`src/rtl/dmem_arbiter_if.sv`:
```
// One requester port of the data-memory arbiter: request/grant handshake plus read return.
// master = requester side, slave = arbiter side.
interface dmem_arbiter_if #(
   parameter int unsigned DATA_W = 32,
   parameter int unsigned ADDR_W = 32
);
   logic              req;
   logic              we;
   logic              lock;
   logic [ADDR_W-1:0] addr;
   logic [DATA_W-1:0] wdata;
   logic              gnt;
   logic              rvalid;
   logic [DATA_W-1:0] rdata;
   logic              err;

   modport master (
      output req, we, lock, addr, wdata,
      input  gnt, rvalid, rdata, err
   );

   modport slave (
      input  req, we, lock, addr, wdata,
      output gnt, rvalid, rdata, err
   );
endinterface

```
`src/rtl/dmem_arbiter.sv`:
```
// Two-port round-robin arbiter in front of data_memory with out-of-range rejection,
// 1-cycle read-return routing and a bounded lock for read-modify-write sequences.
module dmem_arbiter #(
   parameter int unsigned DATA_W   = 32,
   parameter int unsigned ADDR_W   = 32,
   parameter int unsigned DEPTH    = 32,
   parameter int unsigned LOCK_MAX = 16
) (
   input  logic              clk,
   input  logic              rst_n,
   dmem_arbiter_if.slave     p0_if,
   dmem_arbiter_if.slave     p1_if,
   output logic              m_write_o,
   output logic              m_read_o,
   output logic [ADDR_W-1:0] m_addr_o,
   output logic [DATA_W-1:0] m_wdata_o,
   input  logic [DATA_W-1:0] m_rdata_i
);
   localparam int unsigned CntW = $clog2(LOCK_MAX);

   typedef enum logic [1:0] {StIdle, StLock0, StLock1} state_e;

   state_e          state_q, state_d;
   logic [CntW-1:0] cnt_q, cnt_d;
   logic            last_q, last_d;
   logic            rv_q, rv_d;
   logic            rsel_q, rsel_d;
   logic [1:0]      err_q, err_d;

   logic [1:0]        req;
   logic [1:0]        elig;
   logic              forced;
   logic              win_valid;
   logic              win_id;
   logic [ADDR_W-1:0] sel_addr;
   logic [DATA_W-1:0] sel_wdata;
   logic              sel_we;
   logic              sel_lock;
   logic              legal;
   logic              own_id;

   assign req = {p1_if.req, p0_if.req};

   // Lock owner has exclusive access until its forced-release cycle, where the other port wins.
   always_comb begin
      forced = (cnt_q == CntW'(LOCK_MAX - 1));
      elig   = '0;
      case (state_q)
         StLock0: elig = forced ? {req[1], req[0] & ~req[1]} : {1'b0, req[0]};
         StLock1: elig = forced ? {req[1] & ~req[0], req[0]} : {req[1], 1'b0};
         default: elig = req;
      endcase
      if (!rst_n) elig = '0;
   end

   assign win_valid = |elig;
   assign win_id    = (&elig) ? ~last_q : elig[1];
   assign own_id    = (state_q == StLock1);

   assign sel_addr  = win_id ? p1_if.addr  : p0_if.addr;
   assign sel_wdata = win_id ? p1_if.wdata : p0_if.wdata;
   assign sel_we    = win_id ? p1_if.we    : p0_if.we;
   assign sel_lock  = win_id ? p1_if.lock  : p0_if.lock;
   assign legal     = (64'(sel_addr) < 64'(DEPTH));

   assign p0_if.gnt = win_valid & ~win_id;
   assign p1_if.gnt = win_valid & win_id;
   assign m_addr_o  = win_valid ? sel_addr : '0;
   assign m_wdata_o = win_valid ? sel_wdata : '0;
   assign m_write_o = win_valid & legal & sel_we;
   assign m_read_o  = win_valid & legal & ~sel_we;

   always_comb begin
      state_d = state_q;
      cnt_d   = cnt_q;
      last_d  = win_valid ? win_id : last_q;
      rv_d    = win_valid & legal & ~sel_we;
      rsel_d  = win_id;
      err_d   = (win_valid && !legal) ? (win_id ? 2'b10 : 2'b01) : 2'b00;
      case (state_q)
         StIdle: begin
            if (win_valid && sel_lock) begin
               state_d = win_id ? StLock1 : StLock0;
               cnt_d   = '0;
            end
         end
         StLock0, StLock1: begin
            cnt_d = cnt_q + CntW'(1);
            if (forced || (win_valid && (win_id == own_id) && !sel_lock)) begin
               state_d = StIdle;
               cnt_d   = '0;
            end
         end
         default: begin
            state_d = StIdle;
            cnt_d   = '0;
         end
      endcase
   end

   always_ff @(posedge clk or negedge rst_n) begin
      if (!rst_n) begin
         state_q <= StIdle;
         cnt_q   <= '0;
         last_q  <= 1'b1;
         rv_q    <= 1'b0;
         rsel_q  <= 1'b0;
         err_q   <= 2'b00;
      end else begin
         state_q <= state_d;
         cnt_q   <= cnt_d;
         last_q  <= last_d;
         rv_q    <= rv_d;
         rsel_q  <= rsel_d;
         err_q   <= err_d;
      end
   end

   assign p0_if.rvalid = rv_q & ~rsel_q;
   assign p1_if.rvalid = rv_q & rsel_q;
   assign p0_if.rdata  = p0_if.rvalid ? m_rdata_i : '0;
   assign p1_if.rdata  = p1_if.rvalid ? m_rdata_i : '0;
   assign p0_if.err    = err_q[0];
   assign p1_if.err    = err_q[1];
endmodule

```
`src/flat_wrapper.sv`:
```
// flat-port wrapper written by rule: the top's interface ports become plain ports
module dmem_arbiter_flat 
#(
   parameter int unsigned DATA_W   = 32,
   parameter int unsigned ADDR_W   = 32,
   parameter int unsigned DEPTH    = 32,
   parameter int unsigned LOCK_MAX = 16
)
  (clk, rst_n, m_write_o, m_read_o, m_addr_o, m_wdata_o, m_rdata_i, p0_if_req, p0_if_we, p0_if_lock, p0_if_addr, p0_if_wdata, p0_if_gnt, p0_if_rvalid, p0_if_rdata, p0_if_err, p1_if_req, p1_if_we, p1_if_lock, p1_if_addr, p1_if_wdata, p1_if_gnt, p1_if_rvalid, p1_if_rdata, p1_if_err);
  dmem_arbiter_if #(.DATA_W(DATA_W), .ADDR_W(ADDR_W)) p0_if_i ();
  dmem_arbiter_if #(.DATA_W(DATA_W), .ADDR_W(ADDR_W)) p1_if_i ();
  input  logic clk;
  input  logic rst_n;
  output logic m_write_o;
  output logic m_read_o;
  output logic [ADDR_W-1:0] m_addr_o;
  output logic [DATA_W-1:0] m_wdata_o;
  input  logic [DATA_W-1:0] m_rdata_i;
  input wire logic [$bits(p0_if_i.req)-1:0] p0_if_req;
  input wire logic [$bits(p0_if_i.we)-1:0] p0_if_we;
  input wire logic [$bits(p0_if_i.lock)-1:0] p0_if_lock;
  input wire logic [$bits(p0_if_i.addr)-1:0] p0_if_addr;
  input wire logic [$bits(p0_if_i.wdata)-1:0] p0_if_wdata;
  output wire logic [$bits(p0_if_i.gnt)-1:0] p0_if_gnt;
  output wire logic [$bits(p0_if_i.rvalid)-1:0] p0_if_rvalid;
  output wire logic [$bits(p0_if_i.rdata)-1:0] p0_if_rdata;
  output wire logic [$bits(p0_if_i.err)-1:0] p0_if_err;
  input wire logic [$bits(p1_if_i.req)-1:0] p1_if_req;
  input wire logic [$bits(p1_if_i.we)-1:0] p1_if_we;
  input wire logic [$bits(p1_if_i.lock)-1:0] p1_if_lock;
  input wire logic [$bits(p1_if_i.addr)-1:0] p1_if_addr;
  input wire logic [$bits(p1_if_i.wdata)-1:0] p1_if_wdata;
  output wire logic [$bits(p1_if_i.gnt)-1:0] p1_if_gnt;
  output wire logic [$bits(p1_if_i.rvalid)-1:0] p1_if_rvalid;
  output wire logic [$bits(p1_if_i.rdata)-1:0] p1_if_rdata;
  output wire logic [$bits(p1_if_i.err)-1:0] p1_if_err;
  assign p0_if_i.req = p0_if_req;
  assign p0_if_i.we = p0_if_we;
  assign p0_if_i.lock = p0_if_lock;
  assign p0_if_i.addr = p0_if_addr;
  assign p0_if_i.wdata = p0_if_wdata;
  assign p0_if_gnt = p0_if_i.gnt;
  assign p0_if_rvalid = p0_if_i.rvalid;
  assign p0_if_rdata = p0_if_i.rdata;
  assign p0_if_err = p0_if_i.err;
  assign p1_if_i.req = p1_if_req;
  assign p1_if_i.we = p1_if_we;
  assign p1_if_i.lock = p1_if_lock;
  assign p1_if_i.addr = p1_if_addr;
  assign p1_if_i.wdata = p1_if_wdata;
  assign p1_if_gnt = p1_if_i.gnt;
  assign p1_if_rvalid = p1_if_i.rvalid;
  assign p1_if_rdata = p1_if_i.rdata;
  assign p1_if_err = p1_if_i.err;
  dmem_arbiter #(.DATA_W(DATA_W), .ADDR_W(ADDR_W), .DEPTH(DEPTH), .LOCK_MAX(LOCK_MAX)) u_core (.clk(clk), .rst_n(rst_n), .p0_if(p0_if_i), .p1_if(p1_if_i), .m_write_o(m_write_o), .m_read_o(m_read_o), .m_addr_o(m_addr_o), .m_wdata_o(m_wdata_o), .m_rdata_i(m_rdata_i));
endmodule
```
`config.mk`:
```
export PLATFORM = sky130hd
export DESIGN_NAME = dmem_arbiter_flat
export DESIGN_NICKNAME = d
export VERILOG_FILES = /design/src/rtl/dmem_arbiter_if.sv /design/src/rtl/dmem_arbiter.sv /design/src/flat_wrapper.sv
export SDC_FILE = /design/constraint.sdc
export NUM_CORES = 1
export LEC_CHECK = 0
export CELL_PAD_IN_SITES_DETAIL_PLACEMENT = 0
export CELL_PAD_IN_SITES_GLOBAL_PLACEMENT = 1
export CORE_ASPECT_RATIO = 0.6
export CORE_MARGIN = 10
export CORE_UTILIZATION = 14
export CTS_CLUSTER_SIZE = 20
export DETAILED_ROUTE_END_ITERATION = 10
export GPL_ROUTABILITY_DRIVEN = 0
export PLACE_DENSITY = 0.95
export SLEW_MARGIN = 15
export SYNTH_ARGS = -nofsm -noshare
export SYNTH_HDL_FRONTEND = slang
export SYNTH_SLANG_ARGS = --single-unit
```
`constraint.sdc`:
```
create_clock -name clk -period 3.4 [get_ports clk]
set_input_delay 0.34 -clock clk [delete_from_list [all_inputs] [get_ports clk]]
set_output_delay 0.34 -clock clk [all_outputs]
set_load 0.005 [all_outputs]
```
==> metrics.md, run 1 <==
| Metric | Value |
|---|---|
| Clock Sinks | `11` |
| Worst slew pin tran | `440 ps` |
| # setup viols final | `0` |
| Worst-path cell chain | `ha_1 > and3_4 > a221oi_2 > o211ai_2 > inv_2 > buf_4 > a22o_1 > clkdlybuf4s50_1` |
| Routed vias/inst | `4.49` |
| P&R area growth vs syn | `168%` |
| Top post-synthesis cells by area | `a22o_1, dfrtp_1, nand2_1` |
| Resize count post-CTS | `0` |
| Initial Utilization | `14.5%` |
| Highest metal used | `met4` |
| Leakage | `2.15 nW` |
| Post-route antenna net violation count | `0` |
| Period minus WS final | `3220 ps` |
| Crit-path max FO | `37` |
| Total power | `0.00179 W` |
| Final Cell Area | `5380 sq um` |
| DRT met1 WL | `6930 um` |
| Nets | `774` |
| Hold Path Class | `in2async` |
| I/O Pins | `304` |
| Yosys reg bits | `11` |
| Total CTS buffers | `3` |
| Antenna cells | `0` |
| Fill cells | `1416` |
| Pwr per Cell Area | `333 nW/um^2` |
| Distinct cell type count of the synthesized netlist | `33` |
| CP max-delay cell | `clkdlybuf4s50_1` |
| Largest delay share family, worst path | `buffers and inverters` |
| CP peak stage delay | `540 ps` |
| Slew Viols, Final | `0` |
| Cell area after synthesis | `2010 sq um` |
| Clock Latency Late Sink | `240 ps` |
| Buf+Inv Stages, Crit Path | `3` |
| CP Launch Type | `register` |
| Reg2reg start | `u_core.cnt_q[0]` |
| Initial drt markers | `165` |
| Drt pass-1 iters | `4` |
| IO buf count | `303` |
| Slew headroom | `70.4%` |
| Root buffer cell | `clkbuf_16` |
| RSZ-0062 raised after global routing | `false` |
| H-tree depth | `1` |
| Yosys top cell area share | `17.0%` |
| DRC viols | `0` |
| Area of the die | `19700 sq um` |
| Chip Height | `113 um` |
| Crit path kind | `reg2out` |
| Std-Cell Rows | `33` |
| Cells after Synth | `310` |
| VDD IR-drop max | `0.000210 V` |
| Hpwl dp | `13800 um` |
| Fin crit share | `94.7%` |
| Drt total wl | `16000 um` |
| Via count | `3563` |
| Vias in the first global route | `3642` |
| Die X-Extent | `175 um` |
| Hold Fails Final Rpt | `0` |
| Critical Path Start | `u_core.cnt_q[0]` |
| Longest Clk Path Bufs | `2` |
| Placed Area | `5300 sq um` |
| Gr ovfl total | `0` |
| Avg WL per Cell | `20.2 um` |
| Arrival @ worst endpoint | `2880 ps` |
| Net Count, Synth | `482` |
| GRT Total Usage | `15.1%` |
| Post-synthesis sequential area ratio | `13.8%` |
| Setup tns final | `0 ps` |
| Critical Path Sink Type | `output port` |
| Initial antenna violation count | `0` |
| Max_cap viols | `0` |
| Metal3 WL | `1700 um` |
| Synth area leader | `a22o_1` |
| Worst EP required | `3060 ps` |
| Largest net degree at the start of global routing | `41` |
| Synthesis Warnings | `0` |
| Post-CTS setup buffer count | `0` |
| Share of layout cells above drive strength 1 | `3.49%` |
| First-pass GRT wire length | `23900 um` |
| Core Area | `13800 sq um` |
| Clk slew on worst S/H paths | `40 ps` |
| DP Cell Count | `789` |
| Max Clk Rate | `311 MHz` |
| Syn Area/Cell | `6.48 sq um` |
| Fin cells | `793` |
| CTS tree | `built` |
| Wire length on met2 | `7380 um` |
| Hold_buf cts | `0` |
| Status | `finished, final reports clean` |
| Clock Skews | `1.34 ps` |
-- path summary, 6_finish.rpt --
| kind | cells after the start | slack (ps) | to |
|---|---|---|---|
| setup / recovery | 8 | 180 | m_wdata_o[18] |
| hold / removal | 2 | 450 | u_core.state_q[1] |
| setup reg to reg | 8 | 930 | u_core.state_q[0] |
| hold reg to reg | 2 | 520 | u_core.last_q |
| max in group asynchronous | 2 | 2720 | u_core.last_q |
| min in group clk | 2 | 520 | u_core.last_q |
-- through the flow --
stage	hold WS, ps	worst slack (ps)	util (%)
final	447	179	38.9
after detailed placement	514	294	38.3
after global routing	468	38.6	38.9
after floorplan	44.4	1140	-
after CTS	453	181	38.9
after global placement	504	390	38.3
-- layer usage --
layer	track usage (%)	vias to the layer above
li1	-	1711
met1	18.5	1659
met2	25.7	191
met3	6.01	2
met4	1.01	0
met5	0	-
-- Yosys cell counts (all sizes together) --
cell / instances
a21oi: 30
a221o: 2
a221oi: 2
a22o: 39
a32o: 2
and2: 33
and3: 33
buf: 2
clkbuf: 25
dfrtp: 10
dfstp: 1
ha: 4
inv: 11
mux2i: 2
nand2: 64
nand3: 8
nand3b: 2
nand4: 4
nor2: 10
nor2b: 1
nor3: 4
nor4: 12
o211ai: 2
o21a: 1
o21ai: 1
o22a: 1
o311ai: 1
o31a: 1
o32ai: 1
or4b: 1
-- sequential cells by signal, indices dropped and copies added, names as in the netlist --
| signal | cells |
|---|---|
| u_core.last_q | 1 |
| u_core.rv_q | 1 |
| u_core.cnt_q | 4 |
| u_core.err_q | 2 |
| u_core.state_q | 2 |
| u_core.rsel_q | 1 |
-- area by class of cell --
cell class              instances  area, sq um  share of cell area (%)
repair buffers                314         3150                    58.6
multi-input cells             261         1590                    29.5
flip-flops and latches         11          277                    5.14
well taps                     192          240                    4.47
clock buffers                   4         78.8                    1.47
inverters                      11         41.3                   0.768
-- report_power, final --
group	switching (W)	internal, W
sequential	0.0000329	0.000168
clock	0.0000573	0.000157
combinational	0.000606	0.000770
-- kinds of logic after synthesis --
kind of cell,count (synthesis),share of synthesized area (%)
simple gates,172,44.2
flops,11,13.8
fa+ha+maj,4,2.49
compound gates,83,31.3
buf+inv,38,7.23
mux,2,0.997
-- cells in the final DEF, fill, tap and decap left out, types with 2 or more instances in the layout --
cell type | netlist | routed
nor4_1 | 12 | 12
and2_1 | 33 | 33
clkdlybuf4s50_1 | 0 | 303
ha_1 | 4 | 4
nand2_1 | 64 | 64
a221oi_2 | 2 | 2
mux2i_1 | 2 | 2
nand3b_1 | 2 | 2
nor3_1 | 4 | 4
inv_1 | 10 | 10
nor2_1 | 10 | 9
clkbuf_16 | 0 | 3
buf_4 | 0 | 8
a21oi_1 | 30 | 30
a32o_1 | 2 | 2
a22o_1 | 39 | 39
nand4_1 | 4 | 4
buf_12 | 0 | 3
and3_1 | 32 | 32
dfrtp_1 | 10 | 10
a221o_1 | 2 | 2
nand3_1 | 8 | 8
No activity file was read; power rests on OpenSTA's default activity.
==> inputs of run 2 (changes only) <==
CAP_MARGIN = 0   (was not set)
SETUP_SLACK_MARGIN = 0.5   (was not set)
==> run 2 against run 1 <==
Sequential power about the same; critical path depth increased by 1; flip-flop and latch count unchanged; via count increased by 0.98%; register-to-register slack improved by 120 ps; power increased by 5.2%; cell count increased by 1.4%; routed wire length increased by 3.4%; first-iteration DRC count decreased by 1.8%; sequential share of layout area decreased by 0.20 points; core utilization increased by 1.5 points.
==> metrics.md, run 2 (synthesis results as in run 1) <==
| Metric | Value |
|---|---|
| Core Area | `13800 sq um` |
| Period minus WS final | `2960 ps` |
| Commonest non-fill, non-tap cell in the layout | `clkdlybuf4s50_1` |
| Most used cell, CP | `clkdlybuf4s50_1` |
| P&R area growth vs syn | `178%` |
| Avg WL per Cell | `20.6 um` |
| Hold_buf cts | `0` |
| Hpwl dp | `13800 um` |
| Hold Fails Final Rpt | `0` |
| Fill cells | `1405` |
| RSZ-0062 raised after global routing | `true` |
| Critical Path Sink Type | `output port` |
| Die X-Extent | `175 um` |
| Max Clk Rate | `337 MHz` |
| CP peak stage delay | `550 ps` |
| DRC viols | `0` |
| Drt pass-1 iters | `5` |
| IO buf count | `303` |
| Multi-input combinational cell area | `1630 sq um` |
| Area of the die | `19700 sq um` |
| Worst slew pin tran | `478 ps` |
| Final Cell Area | `5590 sq um` |
| Crit path kind | `in2out` |
| First-pass GRT wire length | `24500 um` |
| Regs by FF count | `u_core.cnt_q x4, u_core.err_q x2, u_core.state_q x2` |
| Largest delay share family, worst path | `buffers and inverters` |
| Root buffer cell | `clkbuf_16` |
| Via count | `3598` |
| Clock Sinks | `11` |
| Routed vias/inst | `4.48` |
| Initial antenna violation count | `0` |
| Slew Viols, Final | `0` |
| Std-Cell Rows | `33` |
| Total CTS buffers | `3` |
| # setup viols final | `0` |
| Clock Latency Late Sink | `240 ps` |
| Clk slew on worst S/H paths | `40 ps` |
| Seq. cell area | `277 sq um` |
| Longest Clk Path Bufs | `2` |
| Buf+Inv Stages, Crit Path | `4` |
| Chip Height | `113 um` |
| Max reg flops | `4` |
| Worst EP required | `3060 ps` |
| Antenna cells | `0` |
| Crit-path max FO | `17` |
| Drt total wl | `16600 um` |
| Largest register by flop count | `u_core.cnt_q` |
| VDD IR-drop max | `0.000178 V` |
| Slew headroom | `67.9%` |
| Initial drt markers | `162` |
| H-tree depth | `1` |
| Hold Path Class | `in2async` |
| Placed Area | `5300 sq um` |
| Initial Utilization | `14.5%` |
| Hold slack | `451 ps` |
| Arrival @ worst endpoint | `2620 ps` |
| Leakage | `2.70 nW` |
| Worst-path cell chain | `clkdlybuf4s50_1 > nand4_1 > a221oi_4 > o211ai_4 > inv_4 > buf_12 > nand3b_1 > a21oi_2 > clkdlybuf4s50_1` |
| Vias in the first global route | `3755` |
| CTS tree | `built` |
| Share of layout cells above drive strength 1 | `6.05%` |
| Fin crit share | `87.2%` |
| Largest net degree at the start of global routing | `41` |
| Nets | `785` |
| GRT Total Usage | `15.5%` |
| CP max-delay cell | `clkdlybuf4s50_1` |
| Post-route antenna net violation count | `0` |
| Status | `finished, final reports clean` |
| Most frequent cells in the layout | `clkdlybuf4s50_1, nand2_1, a22o_1, and2_1, and3_1` |
| Max_cap viols | `0` |
| Setup tns final | `0 ps` |
| I/O Pins | `304` |
| Gr ovfl total | `0` |
| Pwr per Cell Area | `337 nW/um^2` |
| Clock Skews | `0.751 ps` |
| CP Launch Type | `input port` |
[run 2: cell count changes in the layout (fill, tap and decap cells not counted), sizes merged]
cell / previous run / this run
clkdlybuf4s50: 303 / 251
dlygate4sd2: 0 / 29
dlymetal6s2s: 0 / 22
buf: 11 / 20
bufbuf: 0 / 2
clkbuf: 4 / 5
[run 2: area by class of cell]
cell class                      instances  share of cell area [%]
Timing Repair Buffer                  325                    59.5
Multi-Input combinational cell        261                    29.1
Sequential cell                        11                    4.95
Tap cell                              192                    4.30
Clock buffer                            4                    1.41
Inverter                               11                   0.783
[run 2: final timing paths]
path | startpoint | endpoint | cells after the start | slack [ps]
min | rst_n | u_core.err_q[1] | 2 | 450
min reg2reg | u_core.last_q | u_core.last_q | 2 | 520
max | p1_if_req | m_read_o | 9 | 440
min in group clk | u_core.last_q | u_core.last_q | 2 | 520
max in group asynchronous | rst_n | u_core.last_q | 2 | 2710
max reg2reg | u_core.cnt_q[1] | u_core.state_q[0] | 8 | 1050
[run 2: timing repair]
action / 4_1_cts / 5_1_grt
setup buffers: 6 / 3
endpoints found under the hold margin: 0 / 0
gates resized for setup: 41 / 27
cloned: 2 / 0
setup endpoints to repair: 66 / 38
pin swaps: 3 / 1
[run 2: per-stage QoR]
| stage | utilization [%] | cells | setup WS (ps) | total power, W |
|---|---|---|---|---|
| global placement | 38.3 | 789 | 390 | 0.00158 |
| finish | 40.4 | 804 | 436 | 0.00189 |
| detailed placement | 38.3 | 789 | 294 | 0.00158 |
| global route | 40.4 | 804 | 337 | 0.00203 |
| floorplan | - | 310 | 1140 | 0.000793 |
| CTS | 39.8 | 801 | 412 | 0.00190 |
[run 2: routing by layer]
layer	up-vias	wire length, um	GRT usage (%)
li1	1731	-	-
met4	0	34	1.01
met2	184	7710	26.7
met5	-	0	0
met1	1679	7140	18.8
met3	4	1690	5.88
[run 2: power breakdown]
| part | internal [W] | switching [W] | total (W) |
|---|---|---|---|
| Clock | 0.000157 | 0.0000580 | 0.000215 |
| Sequential | 0.000168 | 0.0000334 | 0.000201 |
| Combinational | 0.000817 | 0.000653 | 0.00147 |
| Total | 0.00114 | 0.000744 | 0.00189 |
